$ cat src/rtl/wav_gen_param.sv
// Parametrised waveform generator: an NCO phase accumulator feeds a
// registered triangle/square/saw/sine shaper (sine from an external
// quarter-wave ROM), and the selected sample is scaled by a linear
// attack/sustain/release envelope. Phase to wout latency is 3 clocks.
module wav_gen_param #(
  parameter int NBIT_PHASE   = 16,
  parameter int NBIT_WAV     = 8,
  parameter int NBIT_ENV     = 8,
  parameter int NBIT_WAV_OUT = 14,
  parameter int ENV_DIV      = 256
) (
  input  logic                    clk,
  input  logic                    rstn,
  input  logic [NBIT_PHASE-1:0]   inc_in,
  input  logic                    inc_valid_in,
  input  logic                    note_on_in,
  input  logic [1:0]              wsel,
  input  logic [NBIT_WAV-1:0]     duty_in,
  input  logic [NBIT_ENV-1:0]     env_rate_in,
  output logic [NBIT_WAV-3:0]     sin_rom_addr,
  input  logic [NBIT_WAV-2:0]     sin_rom_data,
  output logic [NBIT_WAV_OUT-1:0] wout,
  output logic                    wout_valid,
  output logic                    env_busy
);

  localparam int W     = NBIT_WAV;
  localparam int PRE_W = (ENV_DIV > 1) ? $clog2(ENV_DIV) : 1;

  localparam logic [PRE_W-1:0]    PRE_LAST = PRE_W'(ENV_DIV - 1);
  localparam logic [NBIT_ENV-1:0] GAIN_MAX = '1;
  // +MX, -MX and the saw value -MX-1 that gets clamped, as W-bit patterns
  localparam logic [W-1:0] MX_U     = {1'b0, {(W-1){1'b1}}};
  localparam logic [W-1:0] NEG_MX_U = {1'b1, {(W-2){1'b0}}, 1'b1};
  localparam logic [W-1:0] MIN_U    = {1'b1, {(W-1){1'b0}}};

  typedef enum logic [1:0] {
    S_IDLE,
    S_ATTACK,
    S_SUSTAIN,
    S_RELEASE
  } env_state_e;

  // Envelope and NCO state
  env_state_e              state_q, state_d;
  logic [NBIT_ENV-1:0]     gain_q, gain_d;
  logic [PRE_W-1:0]        presc_q, presc_d;
  logic                    busy_q, busy_d;
  logic [NBIT_PHASE-1:0]   inc_q, inc_d;
  logic [NBIT_PHASE-1:0]   phase_q, phase_d;

  // Stage 1: raw shapes, sine sign and valid
  logic [W-1:0]            tri_q, tri_d;
  logic [W-1:0]            squ_q, squ_d;
  logic [W-1:0]            saw_q, saw_d;
  logic                    neg_q, neg_d;
  logic                    v1_q;

  // Stage 2: selected wave and valid
  logic [W-1:0]            wave_q, wave_d;
  logic                    v2_q;

  // Stage 3: enveloped output
  logic [NBIT_WAV_OUT-1:0] wout_q, wout_d;
  logic                    wout_valid_q;

  // Envelope working signals
  logic [NBIT_ENV:0]       gain_sum;
  logic [NBIT_ENV:0]       gain_diff;
  logic                    env_step;

  // Shaper working signals
  logic [W-1:0]            p;
  logic [W-2:0]            tri_t;
  logic [W-1:0]            saw_raw;
  logic [W-1:0]            sin_w;
  logic signed [W+NBIT_ENV:0] prod;
  logic [W-1:0]            w_scaled;

  // Envelope FSM next state, gain update and prescaler
  always_comb begin
    // NOTE: every signal written here gets a default first, so no path
    // leaves one unassigned and no latch is inferred.
    state_d   = state_q;
    gain_d    = gain_q;
    presc_d   = presc_q;
    gain_sum  = {1'b0, gain_q} + {1'b0, env_rate_in};
    gain_diff = {1'b0, gain_q} - {1'b0, env_rate_in};
    env_step  = (presc_q == PRE_LAST);

    // Gate changes are checked before any step in the same cycle.
    unique case (state_q)
      S_IDLE: begin
        if (note_on_in) state_d = S_ATTACK;
      end
      S_ATTACK: begin
        if (!note_on_in) begin
          state_d = S_RELEASE;
        end else if (env_rate_in == '0) begin
          gain_d  = GAIN_MAX;
          state_d = S_SUSTAIN;
        end else if (env_step) begin
          if (gain_sum >= {1'b0, GAIN_MAX}) begin
            gain_d  = GAIN_MAX;
            state_d = S_SUSTAIN;
          end else begin
            gain_d = gain_sum[NBIT_ENV-1:0];
          end
        end
      end
      S_SUSTAIN: begin
        if (!note_on_in) state_d = S_RELEASE;
      end
      S_RELEASE: begin
        if (note_on_in) begin
          state_d = S_ATTACK;
        end else if (env_rate_in == '0) begin
          gain_d  = '0;
          state_d = S_IDLE;
        end else if (env_step) begin
          // Borrow out or an exact zero both end the note.
          if (gain_diff[NBIT_ENV] || (gain_diff[NBIT_ENV-1:0] == '0)) begin
            gain_d  = '0;
            state_d = S_IDLE;
          end else begin
            gain_d = gain_diff[NBIT_ENV-1:0];
          end
        end
      end
      default: state_d = S_IDLE;
    endcase

    // The prescaler restarts on every transition and sleeps in IDLE.
    if ((state_d != state_q) || (state_q == S_IDLE) || env_step) begin
      presc_d = '0;
    end else begin
      presc_d = presc_q + PRE_W'(1);
    end

    busy_d = (state_d != S_IDLE);
  end

  // Phase accumulator, increment load and stage-1 shaping
  always_comb begin
    inc_d   = inc_valid_in ? inc_in : inc_q;
    phase_d = (state_q == S_IDLE) ? '0 : phase_q + inc_q;

    p = phase_q[NBIT_PHASE-1 -: W];

    // Saw: offset-binary to two's complement, clamped to be symmetric.
    saw_raw = {~p[W-1], p[W-2:0]};
    saw_d   = (saw_raw == MIN_U) ? NEG_MX_U : saw_raw;

    // Triangle: fold the upper half, then map 0..MX onto -MX..+MX.
    // The W-bit wrap of 2t - MX yields the correct two's complement value.
    tri_t = p[W-1] ? ~p[W-2:0] : p[W-2:0];
    tri_d = {tri_t, 1'b0} - MX_U;

    squ_d = (p < duty_in) ? MX_U : NEG_MX_U;

    // Quarter-wave sine: mirror the address in odd quadrants, negate the
    // second half; the ROM answers one clock later.
    sin_rom_addr = p[W-2] ? ~p[W-3:0] : p[W-3:0];
    neg_d        = p[W-1];
  end

  // Stage-2 sine sign and waveform select, stage-3 envelope scaling
  always_comb begin
    sin_w = neg_q ? -{1'b0, sin_rom_data} : {1'b0, sin_rom_data};

    unique case (wsel)
      2'b00:   wave_d = tri_q;
      2'b01:   wave_d = squ_q;
      2'b10:   wave_d = saw_q;
      default: wave_d = sin_w;
    endcase

    // Gain is treated as an unsigned fraction of 2^NBIT_ENV.
    prod     = $signed(wave_q) * $signed({1'b0, gain_q});
    w_scaled = W'(prod >>> NBIT_ENV);

    wout_d = '0;
    if (v2_q) wout_d[NBIT_WAV_OUT-1 -: W] = w_scaled;
  end

  // State, accumulator and pipeline registers
  always_ff @(posedge clk or negedge rstn) begin
    if (!rstn) begin
      state_q      <= S_IDLE;
      gain_q       <= '0;
      presc_q      <= '0;
      busy_q       <= 1'b0;
      inc_q        <= '0;
      phase_q      <= '0;
      tri_q        <= '0;
      squ_q        <= '0;
      saw_q        <= '0;
      neg_q        <= 1'b0;
      v1_q         <= 1'b0;
      wave_q       <= '0;
      v2_q         <= 1'b0;
      wout_q       <= '0;
      wout_valid_q <= 1'b0;
    end else begin
      // NOTE: non-blocking assignments so every register samples the
      // pre-edge values and the pipeline stages shift together.
      state_q      <= state_d;
      gain_q       <= gain_d;
      presc_q      <= presc_d;
      busy_q       <= busy_d;
      inc_q        <= inc_d;
      phase_q      <= phase_d;
      tri_q        <= tri_d;
      squ_q        <= squ_d;
      saw_q        <= saw_d;
      neg_q        <= neg_d;
      v1_q         <= busy_q;
      wave_q       <= wave_d;
      v2_q         <= v1_q;
      wout_q       <= wout_d;
      wout_valid_q <= v2_q;
    end
  end

  assign wout       = wout_q;
  assign wout_valid = wout_valid_q;
  assign env_busy   = busy_q;

endmodule

$ cat config.mk
export PLATFORM = sky130hd
export DESIGN_NAME = wav_gen_param
export DESIGN_NICKNAME = d
export VERILOG_FILES = /design/src/rtl/wav_gen_param.sv
export SDC_FILE = /design/constraint.sdc
export NUM_CORES = 1
export LEC_CHECK = 0
export CAP_MARGIN = 25
export CELL_PAD_IN_SITES_DETAIL_PLACEMENT = 0
export CELL_PAD_IN_SITES_GLOBAL_PLACEMENT = 1
export CORE_UTILIZATION = 50
export DETAILED_ROUTE_END_ITERATION = 7
export PLACE_DENSITY = 0.84
export SLEW_MARGIN = 10
export SYNTH_ARGS = -nofsm -noshare
export SYNTH_HDL_FRONTEND = slang
export SYNTH_SLANG_ARGS = --single-unit
$ cat constraint.sdc
create_clock -name clk -period 11.95 [get_ports clk]
set_input_delay 1.195 -clock clk [delete_from_list [all_inputs] [get_ports clk]]
set_output_delay 1.195 -clock clk [all_outputs]
set_load 0.02 [all_outputs]
==> flow_summary.ini, run 1 <==
[outcome]
status = completed

[power_and_ir_drop]
power_mw = 1.62
pwr-share-clk_pct = 18.6
p_sw_mw = 0.642
vdd_drop_max_v = 0.000186
switching_share_pct = 39.6
p_seq_share_pct = 31.4
p_comb_share_pct = 50.0
p_leak_nw = 3.91
p_per_area_nw_per_um2 = 197
internal_power_mw = 0.979

[cells_and_area]
final_layout_size_suffix_gt1_share_pct = 7.35
syn2layout_area_growth_pct = 14.6
fin_nets = 946
num-fill-cells = 1184
num_antenna_cells = 0
finalInstanceArea_sq_um = 8240

[placed_design]
dpl-instance-area_sq_um = 7910
gp_congestion = 0.830
place_hpwl_mm = 11.3
io_buffers = 60

[timing]
rsz0062_at_grt = false
fin_crit_sh_pct = 40.8
worstMarginPinSlew_ps = 746
finalCriticalPeriod_ps = 4870
relSlewSlack_pct = 50.1
fin_skew_ps = 7.71
drv_slew = 0
setup_viol_count_final = 0
fin_tns_setup_ps = 0
hold_viol = 0
fmax_mhz = 205

[clocking]
cts_hold_buf = 0
cts_tree = done
cts_max_level = 3
clock_sinks = 89
cts_resized = 0
numCtsBuffers = 9
clkTransAtPathRegs_ps = 60
insertion_delay_ps = 340
post_cts_buffers = 0
root_buffer = clkbuf_16
clockBufferDepth = 2

[floorplan]
rows = 43
die-area_sq_um = 14900
die_w_um = 122
start_util_pct = 51.6
ios = 67
die_y_um = 122
coreArea_sq_um = 13900

[logic_synthesis]
synthArstFlopShare_pct = 100
synth_most_common_cell = dfrtp_1
ys_types = 65
ys_warn_count = 0
mappedNetlistArea_sq_um = 7190
avgSynthCellArea_sq_um = 9.74
syn_inst = 738
synth_top_flop_cell = dfrtp_1
synth_edf_count = 0
synth_commonest_cells = dfrtp_1 (89), inv_1 (80), ha_1 (79), nor2_1 (67), nand2_1 (53)
synth_top_area_share_pct = 31.0
synth-seq-cells = 89
synthTopCellsByArea = dfrtp_1 (31%), ha_1 (14%), fa_1 (11%), inv_1 (4.2%), xor2_1 (3.5%)
yosysTopAreaCell = dfrtp_1
ys_seq_area_share_pct = 31.0

[critical_path]
crit_start = gain_q[1]
cp.depth = 15
cpLargestDelayFamily = adder cells
crit_fanout = 12
r2r-start = gain_q[1]
endpoint_kind = flop
required_ps = 12180
cp.arrival_ps = 5100
cpMaxStageDelayCell = dfrtp_1
start_kind = flop
cp_common_cell = fa_1
path_buf_inv = 1
reg2reg_slack_ps = 7080
crit_chain = nand2_1 -> fa_1 -> fa_1 -> inv_1 -> fa_1 -> fa_1 -> ha_1 -> nand4_1 -> o221ai_1 -> a211o_1 -> a2111oi_0 -> nor3_1 -> a21oi_1 -> xnor2_1 -> and2_1
rr_worst_depth = 15
critPathKind = flop to flop
slowest_delay_ps = 590

[route]
wl_met3_um = 425
wl_met1_mm = 6.46
drcViolationCount = 0
avgViaCountPerCell = 5.44
drt-wirelength-per-cell_um = 14.9
via_count = 5271
wl_met2_mm = 7.32
ant_nets = 0
dr.max_layer_used = met4
first_pass_iters = 4
drt-initial-drc-count = 186
routed_wl_mm = 14.4

[grt]
antenna_found_initial = 0
grt_max_degree = 67
grt_usage_pct = 22.0
grt_pass1_vias = 5536
grt_pass1_wl_mm = 25.8
grt_overflow_total = 0

[min_path]
worstHoldPathType = flop to flop
holdPathStages = 0
min-delay-start = v1_q

[flow_run]
maxCapViolCount = 0
-- worst register-to-register path, stage by stage, from the launching register on --
cell and delay [ps]:
dfrtp_1 590, nand2_1 130, fa_1 500, fa_1 550, inv_1 60, fa_1 510
fa_1 490, ha_1 330, nand4_1 90, o221ai_1 180, a211o_1 340, a2111oi_0 380
nor3_1 170, a21oi_1 210, xnor2_1 80, and2_1 150
-- layer usage --
metal / up-vias / global-route usage, %
met5: - / 0
met4: 0 / 7.56
li1: 2566 / -
met2: 105 / 38.0
met3: 21 / 2.57
met1: 2579 / 28.5
-- registers in the layout, summed over array words and instances (netlist names) --
signal and cells:
inc_q 16, phase_q 16, gain_q 8, presc_q 8
saw_q 8, wave_q 8, wout 8, tri_q 7
squ_q 3, state_q 2, env_busy 1, neg_q 1
v1_q 1, v2_q 1, wout_valid 1
-- cells in the final DEF, fill, tap and decap left out, drive strengths merged, types with 8 or more instances in the layout --
master	instances
dfrtp	89
xnor2	20
nand3	10
a211oi	11
nor2	68
o21ai	13
nor3	25
and2	33
and3	8
mux2	16
inv	80
fa	38
ha	79
nand2b	15
clkdlybuf4s50	59
a21o	9
a21oi	29
nand2	54
xor2	29
clkbuf	15
-- kinds of logic after synthesis --
group,synth area share (%)
flops,31.0
fa+ha+maj,24.3
other cells,0.104
buf+inv,6.34
simple gates,16.9
compound gates,10.5
mux,4.84
xor+xnor,5.97
-- final timing paths --
kind                         endpoint
setup / recovery             wout[12]
min in group asynchronous     wout[7]
hold reg to reg                  v2_q
hold / removal                   v2_q
max in group asynchronous  phase_q[4]
setup reg to reg             wout[12]
-- power groups by stage --
stage	Clock, mW	Combinational [mW]	Sequential (mW)
after floorplan	0	0.604	0.482
after global placement	0	0.788	0.508
after detailed placement	0	0.809	0.514
after CTS	0.309	0.821	0.510
after global routing	0.321	0.928	0.524
final	0.301	0.811	0.509
-- metrics by stage --
| step | std cells | setup WS, ps | util, % | hold slack (ps) |
|---|---|---|---|---|
| after global routing | 969 | 6790 | 59.1 | 409 |
| after global placement | 952 | 7170 | 56.6 | 384 |
| after floorplan | 743 | 7450 | - | 331 |
| final | 969 | 7080 | 59.1 | 392 |
| after CTS | 969 | 7050 | 59.1 | 405 |
| after detailed placement | 953 | 7070 | 56.8 | 391 |
-- area by class of cell --
class                      count  area [sq um]  area share [%]
sequential                    89          2230            27.0
inverter                      80           300            3.65
tap                          180           225            2.73
timing repair buffer          62           633            7.69
multi-input combinational    542          4520            54.9
clock buffer                  15           298            3.62
clock inverter                 1          30.0           0.365
No activity file was read; power rests on OpenSTA's default activity.
==> inputs of run 2 (changes only) <==
--- a/config.mk
+++ b/config.mk
@@ -8,9 +8,9 @@
 export CAP_MARGIN = 25
 export CELL_PAD_IN_SITES_DETAIL_PLACEMENT = 0
 export CELL_PAD_IN_SITES_GLOBAL_PLACEMENT = 1
-export CORE_UTILIZATION = 50
+export CORE_UTILIZATION = 46
 export DETAILED_ROUTE_END_ITERATION = 7
-export PLACE_DENSITY = 0.84
+export PLACE_DENSITY = 0.78
 export SLEW_MARGIN = 10
 export SYNTH_ARGS = -nofsm -noshare
 export SYNTH_HDL_FRONTEND = slang
==> constraint.sdc (replaced) <==
create_clock -name clk -period 4.6 [get_ports clk]
set_input_delay 0.46 -clock clk [delete_from_list [all_inputs] [get_ports clk]]
set_output_delay 0.46 -clock clk [all_outputs]
set_load 0.02 [all_outputs]
==> run 2 against run 1 <==
Compared with the run above:
- first-iteration DRC count grew 13%
- total power grew to 2.6 times the previous value
- clock power grew 130%
- cell count grew 3.6%
- sequential cell count is the same
- setup slack lost 6900 ps
- count of clock-buffer cells in the layout shrank 6
- critical path type unchanged
- largest cell class unchanged
==> flow_summary.ini, run 2 (synthesized netlist as in run 1, its figures left out) <==
[placed_design]
dp.cells = 982
io_buffers = 60
gp_congestion = 0.888
place_hpwl_mm = 12.1
dpl-instance-area_sq_um = 8060

[route]
drt-initial-drc-count = 210
avgViaCountPerCell = 5.28
ant_nets = 0
drcViolationCount = 0
drt-wirelength-per-cell_um = 15.1
routed_wl_mm = 15.1
first_pass_iters = 4
via_count = 5300

[floorplan]
die_w_um = 127
start_util_pct = 47.3
rows = 45
ios = 67
die-area_sq_um = 16100
coreArea_sq_um = 15200
die_y_um = 127

[outcome]
status = completed

[critical_path]
cp.arrival_ps = 4640
crit_start = wave_q[5]
r2r-start = wave_q[5]
required_ps = 4820
crit_fanout = 5
start_kind = flop
endpoint_kind = flop
critPathKind = flop to flop

[clocking]
root_buffer = clkbuf_16
clock_sinks = 89
cts_max_level = 3
numCtsBuffers = 9
cts_tree = done
clockBufferDepth = 2
clkTransAtPathRegs_ps = 70
insertion_delay_ps = 340

[grt]
grt_pass1_wl_mm = 25.5
grt_pass1_vias = 5451
grt_overflow_total = 0
antenna_found_initial = 0
grt_usage_pct = 20.0
grt_max_degree = 47

[cells_and_area]
final_common_cell = dfrtp_1
final_cell_mix = dfrtp_1 (82), inv_1 (78), ha_1 (77)
num_antenna_cells = 0
syn2layout_area_growth_pct = 17.9
instances_no_fill = 1004
finalInstanceArea_sq_um = 8470
top_regs = inc_q x16, phase_q x16
final_layout_size_suffix_gt1_share_pct = 12.9
fin_nets = 973

[min_path]
worstHoldPathType = input port to async pin

[timing]
finalCriticalPeriod_ps = 4420
fin_crit_sh_pct = 96.1
fmax_mhz = 226
hold_viol = 0
fin_tns_setup_ps = 0
worstMarginPinSlew_ps = 681
drv_slew = 0
hold_ws_ps = 110
fin_skew_ps = 12.1
relSlewSlack_pct = 54.5
setup_viol_count_final = 0

[power_and_ir_drop]
p_per_area_nw_per_um2 = 501
p_leak_nw = 4.02
power_mw = 4.25
vdd_drop_max_v = 0.000278

[flow_run]
maxCapViolCount = 0
-- run 2: cell count changes in the layout (fill, tap and decap cells not counted), moves of 3 or more --
cell and delta:
buf_4 +26, dfrtp_1 -7, dfrtp_2 +7, clkbuf_8 -5, clkinv_2 +3, inv_6 +3
-- run 2: report_power, final --
part | switching [mW] | internal, mW
clock | 0.317 | 0.373
sequential | 0.242 | 1.05
combinational | 1.18 | 1.09
-- run 2: per-stage QoR --
step / util (%) / setup slack [ps]
after floorplan: - / 104
after global placement: 53.0 / -40.3
after detailed placement: 53.0 / -156
after CTS: 55.0 / 6.51
after global routing: 55.7 / -6.08
final: 55.7 / 178
-- run 2: per-layer routing --
layer | GRT usage [%] | wire length, um | vias up
met4 | 5.39 | 217 | 0
met2 | 36.6 | 7830 | 58
met3 | 2.97 | 300 | 15
li1 | - | - | 2612
met1 | 24.7 | 6760 | 2615
met5 | 0 | 0 | -
-- run 2: path summary, 6_finish.rpt --
check                           slack, ps        end  cells past startpoint
worst max-delay path                  180   wout[13]                     16
worst min-delay path                  110    wout[6]                      1
worst max register to register        180   wout[13]                     16
worst min register to register        350       v2_q                      0
max in group asynchronous            3460  gain_q[1]                      2
min in group clk                      350       v2_q                      0
-- run 2: critical path, cell delays in order, from the launching register on --
cell,delay [ps]
dfrtp_2,400
buf_4,140
nand2_1,70
fa_1,550
inv_2,40
fa_1,520
inv_1,50
fa_1,520
inv_1,50
fa_1,520
ha_4,210
a211o_1,330
a2111oi_4,360
nor3_2,110
a31oi_1,220
xnor2_1,150
nor2_1,50
-- run 2: repair_timing --
item | in CTS | in global routing
pin swaps | 1 | 25
cloned | 0 | 0
setup buffers | 0 | 6
hold buffers | 0 | 0
resized for setup | 7 | 16
setup endpoints to repair | 3 | 3
-- run 2: final cells by class --
| type | count | area (sq um) |
|---|---|---|
| Clock buffer | 9 | 225 |
| Clock inverter | 7 | 52.6 |
| Fill cell | 1374 | 6730 |
| Inverter | 80 | 300 |
| Multi-Input combinational cell | 542 | 4600 |
| Sequential cell | 89 | 2240 |
| Tap cell | 188 | 235 |
| Timing Repair Buffer | 89 | 823 |
==> inputs of run 3 (changes only) <==
--- a/config.mk
+++ b/config.mk
@@ -10,6 +10,7 @@
 export CELL_PAD_IN_SITES_GLOBAL_PLACEMENT = 1
 export CORE_UTILIZATION = 46
 export DETAILED_ROUTE_END_ITERATION = 7
+export MAX_ROUTING_LAYER = met4
 export PLACE_DENSITY = 0.78
 export SLEW_MARGIN = 10
 export SYNTH_ARGS = -nofsm -noshare
==> run 3 against run 2 <==
Compared with the run above:
- via count down 0.51%
- utilization grew 0.72 points
- largest cell class unchanged
- count of clock-buffer cells in the layout did not move
- fmax decreased by 0.81%
- sequential power hardly changed
- die area is the same
- worst hold slack got worse by 36 ps
- cell count is 0.50% higher
- non-clock buffer count rose by 5
- setup slack lost 36 ps
- critical path depth is 1 lower
- clock power rose by 3%
- critical path type unchanged
==> flow_summary.ini, run 3 (synthesized netlist as in run 1, its figures left out) <==
[power_and_ir_drop]
p_per_area_nw_per_um2 = 505
vdd_drop_max_v = 0.000244
p_leak_nw = 4.04
power_mw = 4.33

[clocking]
clock_sinks = 89
insertion_delay_ps = 350
cts_max_level = 3
clockBufferDepth = 2
numCtsBuffers = 9
cts_tree = done
root_buffer = clkbuf_16
clkTransAtPathRegs_ps = 60
cts_hold_buf = 0

[floorplan]
die_w_um = 127
die_y_um = 127
rows = 45
start_util_pct = 47.3
ios = 67
coreArea_sq_um = 15200
die-area_sq_um = 16100

[cells_and_area]
seqCellArea_sq_um = 2240
final_cell_mix = dfrtp_1 (81), ha_1 (74), inv_1 (72)
multi_input_area_sq_um = 4660
final_common_cell = dfrtp_1
fin_nets = 978
instances_no_fill = 1009
num_antenna_cells = 0
num-fill-cells = 1385
top_regs = inc_q x16, phase_q x16
syn2layout_area_growth_pct = 19.4
final_layout_size_suffix_gt1_share_pct = 15.6

[placed_design]
io_buffers = 60
dp.cells = 984
place_ws_ps = -160
gp_congestion = 0.879
place_hpwl_mm = 12.0

[timing]
setup_ws_ps = 142
fin_crit_sh_pct = 96.9
worstMarginPinSlew_ps = 675
relSlewSlack_pct = 54.9
hold_viol = 0
setup_viol_count_final = 0
hold_ws_ps = 74.7
fmax_mhz = 224
fin_skew_ps = 7.89
drv_slew = 0
rsz0062_at_grt = true
finalCriticalPeriod_ps = 4460

[critical_path]
start_kind = flop
required_ps = 4830
path_buf_inv = 3
endpoint_kind = flop
cpMaxStageDelayCell = fa_1
cp_common_cell = fa_1
cpLargestDelayFamily = adder cells
cp.arrival_ps = 4680
slowest_delay_ps = 550
crit_chain = nand2b_4 -> fa_1 -> inv_2 -> fa_1 -> inv_1 -> fa_1 -> inv_1 -> fa_1 -> ha_4 -> a211o_1 -> a2111oi_4 -> nor3_2 -> a31oi_1 -> xnor2_1 -> nor2_1
crit_fanout = 8
critPathKind = flop to flop

[route]
wl_met2_mm = 7.82
drcViolationCount = 0
wl_met1_mm = 6.75
drt-initial-drc-count = 192
via_count = 5273
dr.max_layer_used = met4
routed_wl_mm = 15.1
wl_met3_um = 259
drt-wirelength-per-cell_um = 14.9
first_pass_iters = 4
ant_nets = 0
avgViaCountPerCell = 5.23

[flow_run]
maxCapViolCount = 0

[min_path]
worstHoldPathType = input port to async pin

[grt]
grt_usage_pct = 21.0
grt_overflow_total = 0
grt_pass1_vias = 5446
antenna_found_initial = 0
grt_max_degree = 51
grt_pass1_wl_mm = 25.8

[outcome]
status = completed
-- run 3: cell types whose count changed in the layout (fill, tap and decap cells not counted), sizes merged --
cell	change
clkinv	-2
buf	+5
clkinvlp	+2
-- run 3: area by class of cell --
type	instances	area share (%)
Tap cell	188	2.74
Clock buffer	9	2.63
Timing Repair Buffer	94	10.1
Sequential cell	89	26.1
Multi-Input combinational cell	542	54.3
Inverter	80	3.50
Clock inverter	7	0.700
-- run 3: metal layers --
metal / up-vias / global-route usage, %
met5: - / -
met4: 0 / 6.16
met3: 16 / 2.26
met2: 55 / 37.2
met1: 2576 / 25.3
li1: 2626 / -
-- run 3: worst register-to-register path, delay by kind of cell, from the launching register on --
family                     cells  cell delay [ps]
adders and majority gates      5             2320
xor gates and xnor gates       1              150
AOI/OAI and AO/OA              3              930
buffers and inverters          3              140
DFF                            1              470
and+or+nand+nor                3              330
-- run 3: report_power, final --
| part | leakage [nW] | total, mW | switching, mW | internal (mW) |
|---|---|---|---|---|
| Combinational | 2.85 | 2.34 | 1.19 | 1.15 |
| Sequential | 1.05 | 1.28 | 0.234 | 1.05 |
| Clock | 0.136 | 0.709 | 0.333 | 0.376 |
| Total | 4.04 | 4.33 | 1.76 | 2.58 |
-- run 3: what timing repair did --
| item | in CTS | in global routing |
|---|---|---|
| endpoints found under the setup margin | 3 | 4 |
| gates resized for setup | 7 | 36 |
| pin swaps | 2 | 26 |
| buffers inserted | 0 | 9 |
-- run 3: final timing paths --
check,cells past startpoint,start,end,slack [ps]
setup / recovery,15,gain_q[1],wout[13],140
hold / removal,1,rstn,wout[7],70
setup reg to reg,15,gain_q[1],wout[13],140
hold reg to reg,0,v1_q,v2_q,360
max in group asynchronous,2,rstn,gain_q[2],3460
min in group clk,0,v1_q,v2_q,360
-- run 3: per-stage QoR --
| step | TNS [ps] | util (%) | area (sq um) |
|---|---|---|---|
| after CTS | 0 | 55.2 | 8380 |
| after global routing | -16.0 | 56.4 | 8580 |
| after detailed placement | -379 | 53.1 | 8070 |
| final | 0 | 56.4 | 8580 |
| after floorplan | 0 | - | 7210 |
| after global placement | -80.8 | 53.1 | 8070 |
